[config.mk]
export PLATFORM = sky130hd
export DESIGN_NAME = static_buff_sched
export DESIGN_NICKNAME = d
export VERILOG_FILES = /design/src/rtl/static_buff_sched.sv
export SDC_FILE = /design/constraint.sdc
export NUM_CORES = 1
export LEC_CHECK = 0
export ABC_AREA = 1
export BUFFER_PORTS_ARGS = -buffer_cell sky130_fd_sc_hd__buf_2
export CORE_ASPECT_RATIO = 0.8
export CORE_UTILIZATION = 50
export DETAILED_ROUTE_END_ITERATION = 10
export PLACE_DENSITY = 0.7
export SYNTH_ARGS = -nofsm -noshare
export SYNTH_HDL_FRONTEND = slang
export SYNTH_SLANG_ARGS = --single-unit
export TNS_END_PERCENT = 5
[constraint.sdc]
create_clock -name clk -period 4.95 [get_ports clk]
set_input_delay 0.99 -clock clk [delete_from_list [all_inputs] [get_ports clk]]
set_output_delay 0.99 -clock clk [all_outputs]
set_load 0.05 [all_outputs]
[src/rtl/static_buff_sched.sv]
// Round-robin pop scheduler and flow-control front end for a multi-FIFO static buffer.
// Shadow per-FIFO counts gate push/pop; a credit loop keeps returning read data from being lost.
module static_buff_sched #(
    parameter int unsigned NUMFIFO = 8,
    parameter int unsigned NUMELEM = 4,
    parameter int unsigned BITDATA = 4,
    parameter int unsigned RDLAT   = 1,
    parameter int unsigned BITFIFO = $clog2(NUMFIFO),
    parameter int unsigned BITELEM = $clog2(NUMELEM)
) (
    input  logic               clk,
    input  logic               rst,
    input  logic               buf_ready,
    input  logic               in_vld,
    input  logic [BITFIFO-1:0] in_prt,
    input  logic [BITDATA-1:0] in_din,
    output logic               in_rdy,
    output logic               buf_push,
    output logic [BITFIFO-1:0] buf_pu_prt,
    output logic [BITDATA-1:0] buf_pu_din,
    output logic               buf_pop,
    output logic [BITFIFO-1:0] buf_po_prt,
    input  logic [BITDATA-1:0] buf_po_dout,
    output logic               out_vld,
    output logic [BITFIFO-1:0] out_prt,
    output logic [BITDATA-1:0] out_dout,
    input  logic               out_rdy,
    output logic [NUMFIFO-1:0] nempty
);
    localparam int unsigned QDEPTH  = RDLAT + 1;
    localparam int unsigned BITQ    = $clog2(QDEPTH);
    localparam int unsigned BITCRED = $clog2(RDLAT + 2);
    localparam logic [BITELEM:0]   CntFull    = (BITELEM + 1)'(NUMELEM);
    localparam logic [BITCRED-1:0] CreditInit = BITCRED'(RDLAT + 1);
    localparam logic [BITQ-1:0]    QLast      = BITQ'(QDEPTH - 1);

    typedef enum logic {StInit, StRun} state_e;
    state_e state_q, state_d;

    logic [BITELEM:0]   cnt_q [NUMFIFO];
    logic [BITFIFO-1:0] rr_q;
    logic [BITCRED-1:0] credit_q;
    logic [RDLAT-1:0]   rd_vld_q;
    logic [BITFIFO-1:0] rd_prt_q [RDLAT];
    logic [BITFIFO-1:0] q_prt_q [QDEPTH];
    logic [BITDATA-1:0] q_dat_q [QDEPTH];
    logic [BITQ-1:0]    wr_q, rd_q;
    logic [BITCRED-1:0] qcnt_q;

    logic               go, any_elig, out_hs, q_wr;
    logic [BITFIFO-1:0] pick, idx;
    logic [NUMFIFO-1:0] push_vec, pop_vec;

    always_comb begin
        state_d = state_q;
        case (state_q)
            StInit:  if (buf_ready) state_d = StRun;
            default: state_d = StRun;
        endcase
    end

    always_comb begin
        for (int unsigned f = 0; f < NUMFIFO; f++) begin
            nempty[f] = cnt_q[f] != '0;
        end
    end

    // First eligible FIFO at or after rr_q, wrapping modulo NUMFIFO.
    always_comb begin
        pick     = '0;
        idx      = '0;
        any_elig = 1'b0;
        for (int unsigned k = 0; k < NUMFIFO; k++) begin
            idx = BITFIFO'((32'(rr_q) + k) % NUMFIFO);
            if (!any_elig && nempty[idx]) begin
                any_elig = 1'b1;
                pick     = idx;
            end
        end
    end

    always_comb begin
        go         = (state_q == StRun) && buf_ready;
        in_rdy     = go && (cnt_q[in_prt] < CntFull);
        buf_push   = in_vld && in_rdy;
        buf_pu_prt = in_prt;
        buf_pu_din = in_din;
        buf_pop    = go && (credit_q != '0) && any_elig;
        buf_po_prt = pick;
        out_vld    = qcnt_q != '0;
        out_prt    = q_prt_q[rd_q];
        out_dout   = q_dat_q[rd_q];
        out_hs     = out_vld && out_rdy;
        q_wr       = rd_vld_q[RDLAT-1];
        for (int unsigned f = 0; f < NUMFIFO; f++) begin
            push_vec[f] = buf_push && (in_prt == BITFIFO'(f));
            pop_vec[f]  = buf_pop && (pick == BITFIFO'(f));
        end
    end

    always_ff @(posedge clk) begin
        if (rst) begin
            state_q  <= StInit;
            rr_q     <= '0;
            credit_q <= CreditInit;
            rd_vld_q <= '0;
            wr_q     <= '0;
            rd_q     <= '0;
            qcnt_q   <= '0;
            for (int unsigned f = 0; f < NUMFIFO; f++) cnt_q[f] <= '0;
            for (int unsigned i = 0; i < RDLAT; i++) rd_prt_q[i] <= '0;
            for (int unsigned i = 0; i < QDEPTH; i++) begin
                q_prt_q[i] <= '0;
                q_dat_q[i] <= '0;
            end
        end else begin
            state_q <= state_d;
            for (int unsigned f = 0; f < NUMFIFO; f++) begin
                case ({push_vec[f], pop_vec[f]})
                    2'b10:   cnt_q[f] <= cnt_q[f] + 1'b1;
                    2'b01:   cnt_q[f] <= cnt_q[f] - 1'b1;
                    default: ;
                endcase
            end
            if (buf_pop) rr_q <= BITFIFO'((32'(pick) + 1) % NUMFIFO);

            rd_vld_q[0] <= buf_pop;
            rd_prt_q[0] <= pick;
            for (int unsigned i = 1; i < RDLAT; i++) begin
                rd_vld_q[i] <= rd_vld_q[i-1];
                rd_prt_q[i] <= rd_prt_q[i-1];
            end

            // Tail of the read pipe lands in the output queue with the buffer's data.
            if (q_wr) begin
                q_prt_q[wr_q] <= rd_prt_q[RDLAT-1];
                q_dat_q[wr_q] <= buf_po_dout;
                wr_q          <= (wr_q == QLast) ? '0 : wr_q + 1'b1;
            end
            if (out_hs) rd_q <= (rd_q == QLast) ? '0 : rd_q + 1'b1;

            case ({q_wr, out_hs})
                2'b10:   qcnt_q <= qcnt_q + 1'b1;
                2'b01:   qcnt_q <= qcnt_q - 1'b1;
                default: ;
            endcase
            case ({buf_pop, out_hs})
                2'b10:   credit_q <= credit_q - 1'b1;
                2'b01:   credit_q <= credit_q + 1'b1;
                default: ;
            endcase
        end
    end
endmodule

==> out/metrics.cfg, run 1 <==
[synth]
synth_area_leaders=edfxtp_1 29%, nand2_1 7.8%, dfxtp_1 7.6%
syn-num-nets=515
avgSynthCellArea_um2=8.20
synth.most_common_cell=nand2_1
synth_warnings=0
synth_area_um2=3970
ys_ff_latch=53
synth_top_area_share=0.288
synth_flop_cell=edfxtp_1
synth_edf_count=38
synth_cell_types=43
yosys.area.top_type=edfxtp_1
ys_async_sr_fraction=0
netlist_instances=484
synthTopCellsByCount=82 x nand2_1, 70 x inv_1, 55 x nand3_1
seq_area_frac_synth=0.363

[sta]
setup_violations=0
setup_tns_ns=0
slew_headroom=0.657
max_freq_mhz=238
rsz0062_at_grt=no
hold_viol_final=0
skew_ns=0.00453
layout_setup_ws_ns=0.751
period_share=0.848
min_period_ns=4.20
worstMarginPinSlew_ns=0.510
report.final.slew_viol_count=0

[clock_network]
cts_tree=built
cts_root_buf=clkbuf_8
cts_inserted_buffers=5
insertion_delay_ns=0.32
clk_pin_slew_ns=0.11
cts.sinks=53
cts.repair.resized=0
ctsHoldBuffers=0
clockBufferDepth=2
post_cts_buffers=0
htreeDepth=2

[grt]
grt_max_degree=22
grt.overflow.total=0
grt_pass1_wl_mm=14.8
track_usage=0.235
antenna_found_initial=0
grt_pass1_vias=3054

[setup_path]
required_ns=3.96
worst_setup_path_start_kind=register
timing.critical_path.slowest_cell_delay_ns=0.61
crit_path_top_delay_cell=dfxtp_1
path_cells=inv_4, ha_1, inv_1, nand3_2, nand3_1, nand2_2, nand3_1, nor2_2, nand3b_1, nor2_1, nor2_2, nand3_4, buf_2
end_kind=output pin
worstSetupPathType=reg2out
crit_fanout=12
cp.arrival_ns=3.21

[die]
initial_core_util=0.527
dieArea_um2=8300
dieWidth_um=102
rows=28
core_um2=7530
die_h_um=81.7
ioPinCount=45

[flow_run]
drv_cap=0

[placement]
port_buffers=36
dpl.hpwl_mm=7.04
gp_congestion=0.918
dp_slack_ns=0.922

[drt]
wl_per_cell_um=14.3
vias_per_cell=5.35
route.met3.wl_um=573
routed_wl_mm=8.83
drtIter0Drc=233
drcViolationCount=0
wl_met1_mm=4.20
maxUsedRoutingLayer=met4
antenna_left=0
vias=3298
firstDrtPassIters=5
met2_length_mm=3.96

[pwr]
p_sw_uw=542
peakVddDrop_v=0.000151
p_seq_frac=0.414
leakage_nw=1.97
cell_internal_pwr_uw=745
power_mw=1.29
cellPowerDensity_nw_per_um2=302
netSwitchingFraction=0.421
p_comb_frac=0.376
clockPowerShare=0.210

[cells_and_area]
synthToLayoutAreaGrowth_pct=7.51
nFillCells=695
drive_above_1_share=0.227
antenna_cells=0
fin_nets=542

[outcome]
outcome=completed

[min_path]
hold_path.class=reg2reg

==> path summary, 6_finish.rpt <==
check | start | end | slack (ns) | cells after the start
max | rr_q[0] | buf_po_prt[1] | 0.75 | 13
min | rd_q | rd_q | 0.47 | 1
max reg2reg | rr_q[0] | cnt_q[7][2] | 0.85 | 20
min reg2reg | rd_q | rd_q | 0.47 | 1
==> layout make-up <==
type                       count  area [µm²]  area share
multi-input combinational    334        2100       0.492
tap                          105         131      0.0308
sequential                    53        1440       0.338
timing repair buffer          37         188      0.0440
clock buffer                   5        68.8      0.0161
clock inverter                 3        28.8     0.00675
inverter                      80         308      0.0722
==> cells in the final DEF (no fill, tap or decap), drive strengths merged, types with 8 or more instances in the layout <==
cell    count
nand3      75
nand2      95
nor2       57
nand4      13
inv        83
dfxtp      15
o21ai      13
xor2        8
buf        37
edfxtp     38
nor3       11
a21oi      24
ha          8
==> power by group through the flow <==
stage / logic (mW) / registers [mW] / clock network (mW)
6_report: 0.485 / 0.533 / 0.270
5_1_grt: 0.534 / 0.537 / 0.289
4_1_cts: 0.482 / 0.533 / 0.275
3_5_place_dp: 0.480 / 0.543 / 0
3_3_place_gp: 0.476 / 0.541 / 0
2_1_floorplan: 0.409 / 0.530 / 0
==> critical path, delay by kind of cell, from the launching register on <==
| family | cells | cell delay [ns] |
|---|---|---|
| buffers and inverters | 3 | 0.68 |
| DFF | 1 | 0.61 |
| adders and majority gates | 1 | 0.44 |
| and+or+nand+nor | 9 | 1.15 |
==> registers in the layout (all words and copies together), names as in the netlist, named ones only <==
name      cells
wr_q          1
state_q       1
q_wr          1
rr_q          3
rd_q          1
q_prt_q       6
cnt_q        24
qcnt_q        2
rd_prt_q      3
q_dat_q       8
credit_q      2
==> stage by stage <==
stage          hold WS [ns]  cell area [µm²]  utilization  instances
2_1_floorplan         0.426             3970            -        484
3_3_place_gp          0.434             4170        0.553        609
3_5_place_dp          0.449             4170        0.553        609
4_1_cts               0.467             4270        0.566        617
5_1_grt               0.493             4270        0.566        617
6_report              0.468             4270        0.566        617
==> cells by family after synthesis <==
logic type | Yosys count | share of synthesized area
AND/OR/NAND/NOR | 254 | 0.354
AO/OA/AOI/OAI | 44 | 0.0596
adder cells (fa/ha/maj) | 15 | 0.0605
multiplexers | 9 | 0.0249
flip-flops | 53 | 0.363
XOR/XNOR | 12 | 0.0303
buffers and inverters | 97 | 0.108
==> per-layer routing <==
metal,track usage,vias to the layer above
met5,0,-
met4,0.0652,0
met3,0.0366,14
met2,0.372,101
met1,0.332,1544
li1,-,1639
Power figures use the tool's default switching activity.
==> run 2, diff against run 1 <==
PLACE_DENSITY = 0.73   (was 0.7)
clock period = 3.65 ns   (was 4.95 ns; I/O delays follow)
==> run 2 against run 1 <==
Core utilization up 3.1 points. Sequential share of layout area is 1.6 points lower. Total power increased by 43%. Design area rose by 5.4%. Sequential power up 35%. Clock-buffer cell count stayed put. Via count increased by 3.3%. Non-clock buffer count increased by 17. Global-route usage rose by 0.40 points. Critical path type unchanged. Largest cell class unchanged. Largest power group is now combinational logic.
==> out/metrics.cfg, run 2 (same netlist as run 1, synthesis figures left out) <==
[placement]
port_buffers=36  ; unchanged
dpl.hpwl_mm=7.16  ; +1.7%
dp_slack_ns=0.0847  ; -0.837 ns
dpl_cell_area_um2=4230  ; +1.6%
gp_congestion=0.915  ; -0.32%

[sta]
hold_viol_final=0  ; unchanged
worstMarginPinSlew_ns=0.526  ; +0.0160 ns
setup_tns_ns=0  ; unchanged
setup_violations=0  ; unchanged
report.final.slew_viol_count=0  ; unchanged
max_freq_mhz=286
skew_ns=0.0109  ; +0.00634 ns
slew_headroom=0.647  ; -0.0107
layout_setup_ws_ns=0.149  ; -0.601 ns
min_period_ns=3.50
period_share=0.959

[setup_path]
crit_path_top_delay_cell=dfxtp_4
required_ns=2.92  ; -1.04 ns
path_cells=inv_4, ha_4, clkinvlp_4, nand3_2, nand3_1, nand2_2, buf_12, nand2_4, nor2_8, nand2_2, nor2_2, nand3_1, nand2_1, nand2_1, nand2_4, buf_4, buf_2
timing.critical_path.slowest_cell_delay_ns=0.40  ; -0.21 ns
cp.arrival_ns=2.77  ; -0.44 ns
crit_family=simple AND/OR/NAND/NOR gates
crit_fanout=7  ; -5
worstSetupPathType=reg2out
path_buf_inv=5  ; +2
end_kind=output pin
worst_setup_path_start_kind=register

[die]
die_h_um=81.7  ; unchanged
dieWidth_um=102  ; unchanged
rows=28  ; unchanged
initial_core_util=0.527  ; unchanged
core_um2=7530  ; unchanged
dieArea_um2=8300  ; unchanged
ioPinCount=45  ; unchanged

[cells_and_area]
fin_nets=559  ; +3.1%
layout_commonest_cell=nand2_1
drive_above_1_share=0.282  ; +0.0551
nFillCells=665  ; -4.3%
largestRegisters=cnt_q (24), q_dat_q (8), q_prt_q (6)
mostFrequentLayoutCells=82 x nand2_1, 68 x inv_1, 52 x nand3_1
largest_reg_flops=24  ; unchanged
regMostFlops=cnt_q
antenna_cells=0  ; unchanged
synthToLayoutAreaGrowth_pct=13.3
final_cell_area_um2=4500  ; +5.4%

[clock_network]
cts_inserted_buffers=5  ; unchanged
cts.sinks=53  ; unchanged
insertion_delay_ns=0.32  ; about the same
clk_pin_slew_ns=0.11  ; about the same
ctsHoldBuffers=0  ; unchanged
cts_tree=built
cts_root_buf=clkbuf_8
htreeDepth=2  ; unchanged
clockBufferDepth=2  ; unchanged

[grt]
grt.overflow.total=0  ; unchanged
grt_max_degree=24  ; +9.1%
grt_pass1_wl_mm=15.1  ; +1.9%
grt_pass1_vias=3198  ; +4.7%
antenna_found_initial=0  ; unchanged
track_usage=0.239  ; +0.00400

[drt]
firstDrtPassIters=5  ; unchanged
antenna_left=0  ; unchanged
vias=3406  ; +3.3%
wl_per_cell_um=14.7  ; +2.8%
vias_per_cell=5.37  ; +0.51%
drtIter0Drc=242  ; +3.9%
routed_wl_mm=9.33  ; +5.6%
drcViolationCount=0  ; unchanged

[min_path]
hold_path.class=reg2reg

[outcome]
outcome=completed

[pwr]
peakVddDrop_v=0.000235  ; +55%
power_mw=1.85  ; +43%
cellPowerDensity_nw_per_um2=410  ; +36%
leakage_nw=2.07  ; +5.5%

[flow_run]
drv_cap=0  ; unchanged

run 2: layer usage:
| layer | wire length, µm | vias up | GRT usage |
|---|---|---|---|
| met4 | 100 | 0 | 0.0623 |
| met1 | 4410 | 1597 | 0.327 |
| li1 | - | 1672 | - |
| met5 | 0 | - | 0 |
| met2 | 4260 | 125 | 0.391 |
| met3 | 558 | 12 | 0.0409 |
run 2: per-stage QoR:
step	std cells	hold slack, ns	util
5_1_grt	634	0.499	0.597
4_1_cts	624	0.457	0.575
3_5_place_dp	616	0.442	0.562
6_report	634	0.458	0.597
3_3_place_gp	616	0.436	0.562
2_1_floorplan	484	0.426	-
run 2: final timing paths:
path                 from             to  slack (ns)  cells after the start
setup reg to reg  rr_q[0]    cnt_q[7][2]        0.18                     21
hold / removal       rd_q           rd_q        0.46                      1
setup / recovery  rr_q[0]  buf_po_prt[0]        0.15                     17
hold reg to reg      rd_q           rd_q        0.46                      1
run 2: where the power goes:
| group | total, mW | leakage [nW] | switching (mW) | internal, mW |
|---|---|---|---|---|
| Sequential | 0.721 | 0.516 | 0.0328 | 0.688 |
| Combinational | 0.753 | 1.51 | 0.515 | 0.238 |
| Clock | 0.372 | 0.0511 | 0.226 | 0.145 |
run 2: final cells by class:
cell class                      instances  area, µm²  share of cell area
Clock buffer                            5       68.8              0.0153
Clock inverter                          3       28.8             0.00640
Inverter                               80        312              0.0693
Multi-Input combinational cell        334       2170               0.484
Sequential cell                        53       1450               0.322
Tap cell                              105        131              0.0292
Timing Repair Buffer                   54        335              0.0746
run 2: timing repair:
item | CTS | global route
endpoints found under the setup margin | 0 | 13
resized for setup | 0 | 21
buffers inserted | 0 | 10
==> run 3, diff against run 2 <==
PLACE_DENSITY = 0.7   (was 0.73)
clock period = 3.3 ns   (was 3.65 ns; I/O delays follow)
==> run 3 against run 2 <==
First-iteration DRC count fell by 5.4%. Non-clock buffer count rose by 25. Clock-buffer cell count did not move. Worst hold slack improved by 0.0057 ns. Setup slack got worse by 0.087 ns.
==> out/metrics.cfg, run 3 (same netlist as run 1, synthesis figures left out) <==
[clock_network]
ctsHoldBuffers=0  ; unchanged
cts_root_buf=clkbuf_8
htreeDepth=2  ; unchanged
cts_tree=built
insertion_delay_ns=0.31  ; about the same
cts.sinks=53  ; unchanged
clk_pin_slew_ns=0.11  ; about the same
cts_inserted_buffers=5  ; unchanged
clockBufferDepth=2  ; unchanged

[cells_and_area]
largestRegisters=cnt_q (24), q_dat_q (8), q_prt_q (6)
mostFrequentLayoutCells=71 x nand2_1, 62 x inv_1, 41 x buf_4
drive_above_1_share=0.394  ; +0.112
layout_commonest_cell=nand2_1
synthToLayoutAreaGrowth_pct=25.3
antenna_cells=0  ; unchanged
regMostFlops=cnt_q
fin_cells=659  ; +3.9%
largest_reg_flops=24  ; unchanged
fin_nets=584  ; +4.5%

[drt]
vias=3576  ; +5.0%
routed_wl_mm=9.71  ; +4.1%
drtIter0Drc=229  ; -5.4%
drcViolationCount=0  ; unchanged
antenna_left=0  ; unchanged
firstDrtPassIters=4  ; -1
wl_per_cell_um=14.7  ; +0.16%
vias_per_cell=5.43  ; +1.0%

[sta]
max_freq_mhz=309
layout_setup_ws_ns=0.0619  ; -0.0873 ns
slew_headroom=0.678  ; +0.0309
min_period_ns=3.24
rsz0062_at_grt=yes
setup_violations=0  ; unchanged
worstMarginPinSlew_ns=0.480  ; -0.0460 ns
report.final.slew_viol_count=0  ; unchanged
hold_slack_ns=0.464  ; +0.00569 ns
skew_ns=0.0112  ; +0.000380 ns
hold_viol_final=0  ; unchanged
period_share=0.981

[placement]
dp_slack_ns=-0.0593  ; -0.144 ns
dp_cells=633  ; +2.8%
gp_congestion=0.918  ; +0.33%
port_buffers=36  ; unchanged
dpl.hpwl_mm=7.37  ; +3.0%

[pwr]
cellPowerDensity_nw_per_um2=442  ; +7.6%
power_mw=2.19  ; +19%
p_sw_uw=914  ; +18%
clockPowerShare=0.187  ; -0.014
cell_internal_pwr_mw=1.28  ; +19%
p_comb_frac=0.449  ; +0.041
netSwitchingFraction=0.417  ; -0.00270
p_seq_frac=0.365  ; -0.026
leakage_nw=2.24  ; +7.8%
peakVddDrop_v=0.000218  ; -7.1%

[grt]
grt_max_degree=22  ; -8.3%
antenna_found_initial=0  ; unchanged
grt_pass1_vias=3212  ; +0.44%
grt_pass1_wl_mm=15.1  ; -0.41%
track_usage=0.238  ; -0.000702
grt.overflow.total=0  ; unchanged

[die]
core_um2=7530  ; unchanged
ioPinCount=45  ; unchanged
die_h_um=81.7  ; unchanged
dieArea_um2=8300  ; unchanged
initial_core_util=0.527  ; unchanged
rows=28  ; unchanged
dieWidth_um=102  ; unchanged

[setup_path]
worst_setup_path_start_kind=register
end_kind=output pin
worstSetupPathType=reg2out
cp.arrival_ns=2.58  ; -0.19 ns
required_ns=2.64  ; -0.28 ns
crit_fanout=7  ; unchanged

[outcome]
outcome=completed

[min_path]
hold_path.class=reg2reg

[flow_run]
drv_cap=0  ; unchanged

==> run 3: final timing paths <==
check / startpoint / to / slack [ns] / depth (start not counted)
worst max-delay path: cnt_q[0][2] / buf_pop / 0.06 / 15
worst min-delay path: rd_q / register / 0.46 / 1
worst max register to register: cnt_q[0][2] / cnt_q[7][2] / 0.09 / 20
worst min register to register: rd_q / register / 0.46 / 1
==> run 3: final cells by class <==
cell class	count	area (µm²)
fill	619	2560
multi-input combinational	334	2430
sequential	53	1450
timing repair buffer	79	541
inverter	80	318
tap	105	131
clock buffer	5	68.8
clock inverter	3	28.8
==> run 3: worst max-delay path, stage by stage (launching register included) <==
cell	delay (ns)
edfxtp_1	0.44
nor2_2	0.17
buf_4	0.14
nand3_4	0.09
nand3_2	0.10
nand2_1	0.08
nand2_2	0.09
nand2_4	0.07
nor2_8	0.13
nand4_4	0.10
nor2_4	0.19
nand2_2	0.10
nand2_4	0.12
inv_2	0.06
buf_4	0.16
buf_2	0.21
==> run 3: stage by stage <==
step / utilization / cell area [µm²] / setup TNS, ns
floorplan: - / 4030 / -0.188
global placement: 0.588 / 4430 / 0
detailed placement: 0.588 / 4430 / -0.0892
CTS: 0.606 / 4570 / 0
global route: 0.660 / 4970 / -0.276
finish: 0.660 / 4970 / 0
==> run 3: power by group through the flow <==
stage / Sequential, mW / Clock (mW) / Combinational (mW)
CTS: 0.793 / 0.411 / 0.846
floorplan: 0.795 / 0 / 0.630
finish: 0.800 / 0.410 / 0.985
global placement: 0.805 / 0 / 0.821
global route: 0.805 / 0.437 / 1.06
detailed placement: 0.808 / 0 / 0.831
==> run 3: per-layer routing <==
metal / part of all wire / global-route usage
met4: 0.016 / 0.0507
met3: 0.058 / 0.0366
met1: 0.44 / 0.328
met2: 0.48 / 0.397
met5: 0 / 0
==> run 3: what timing repair did <==
item / in CTS / in global routing
pin swaps: 3 / 29
gates resized for setup: 7 / 71
setup endpoints to repair: 8 / 15
setup buffers: 3 / 16
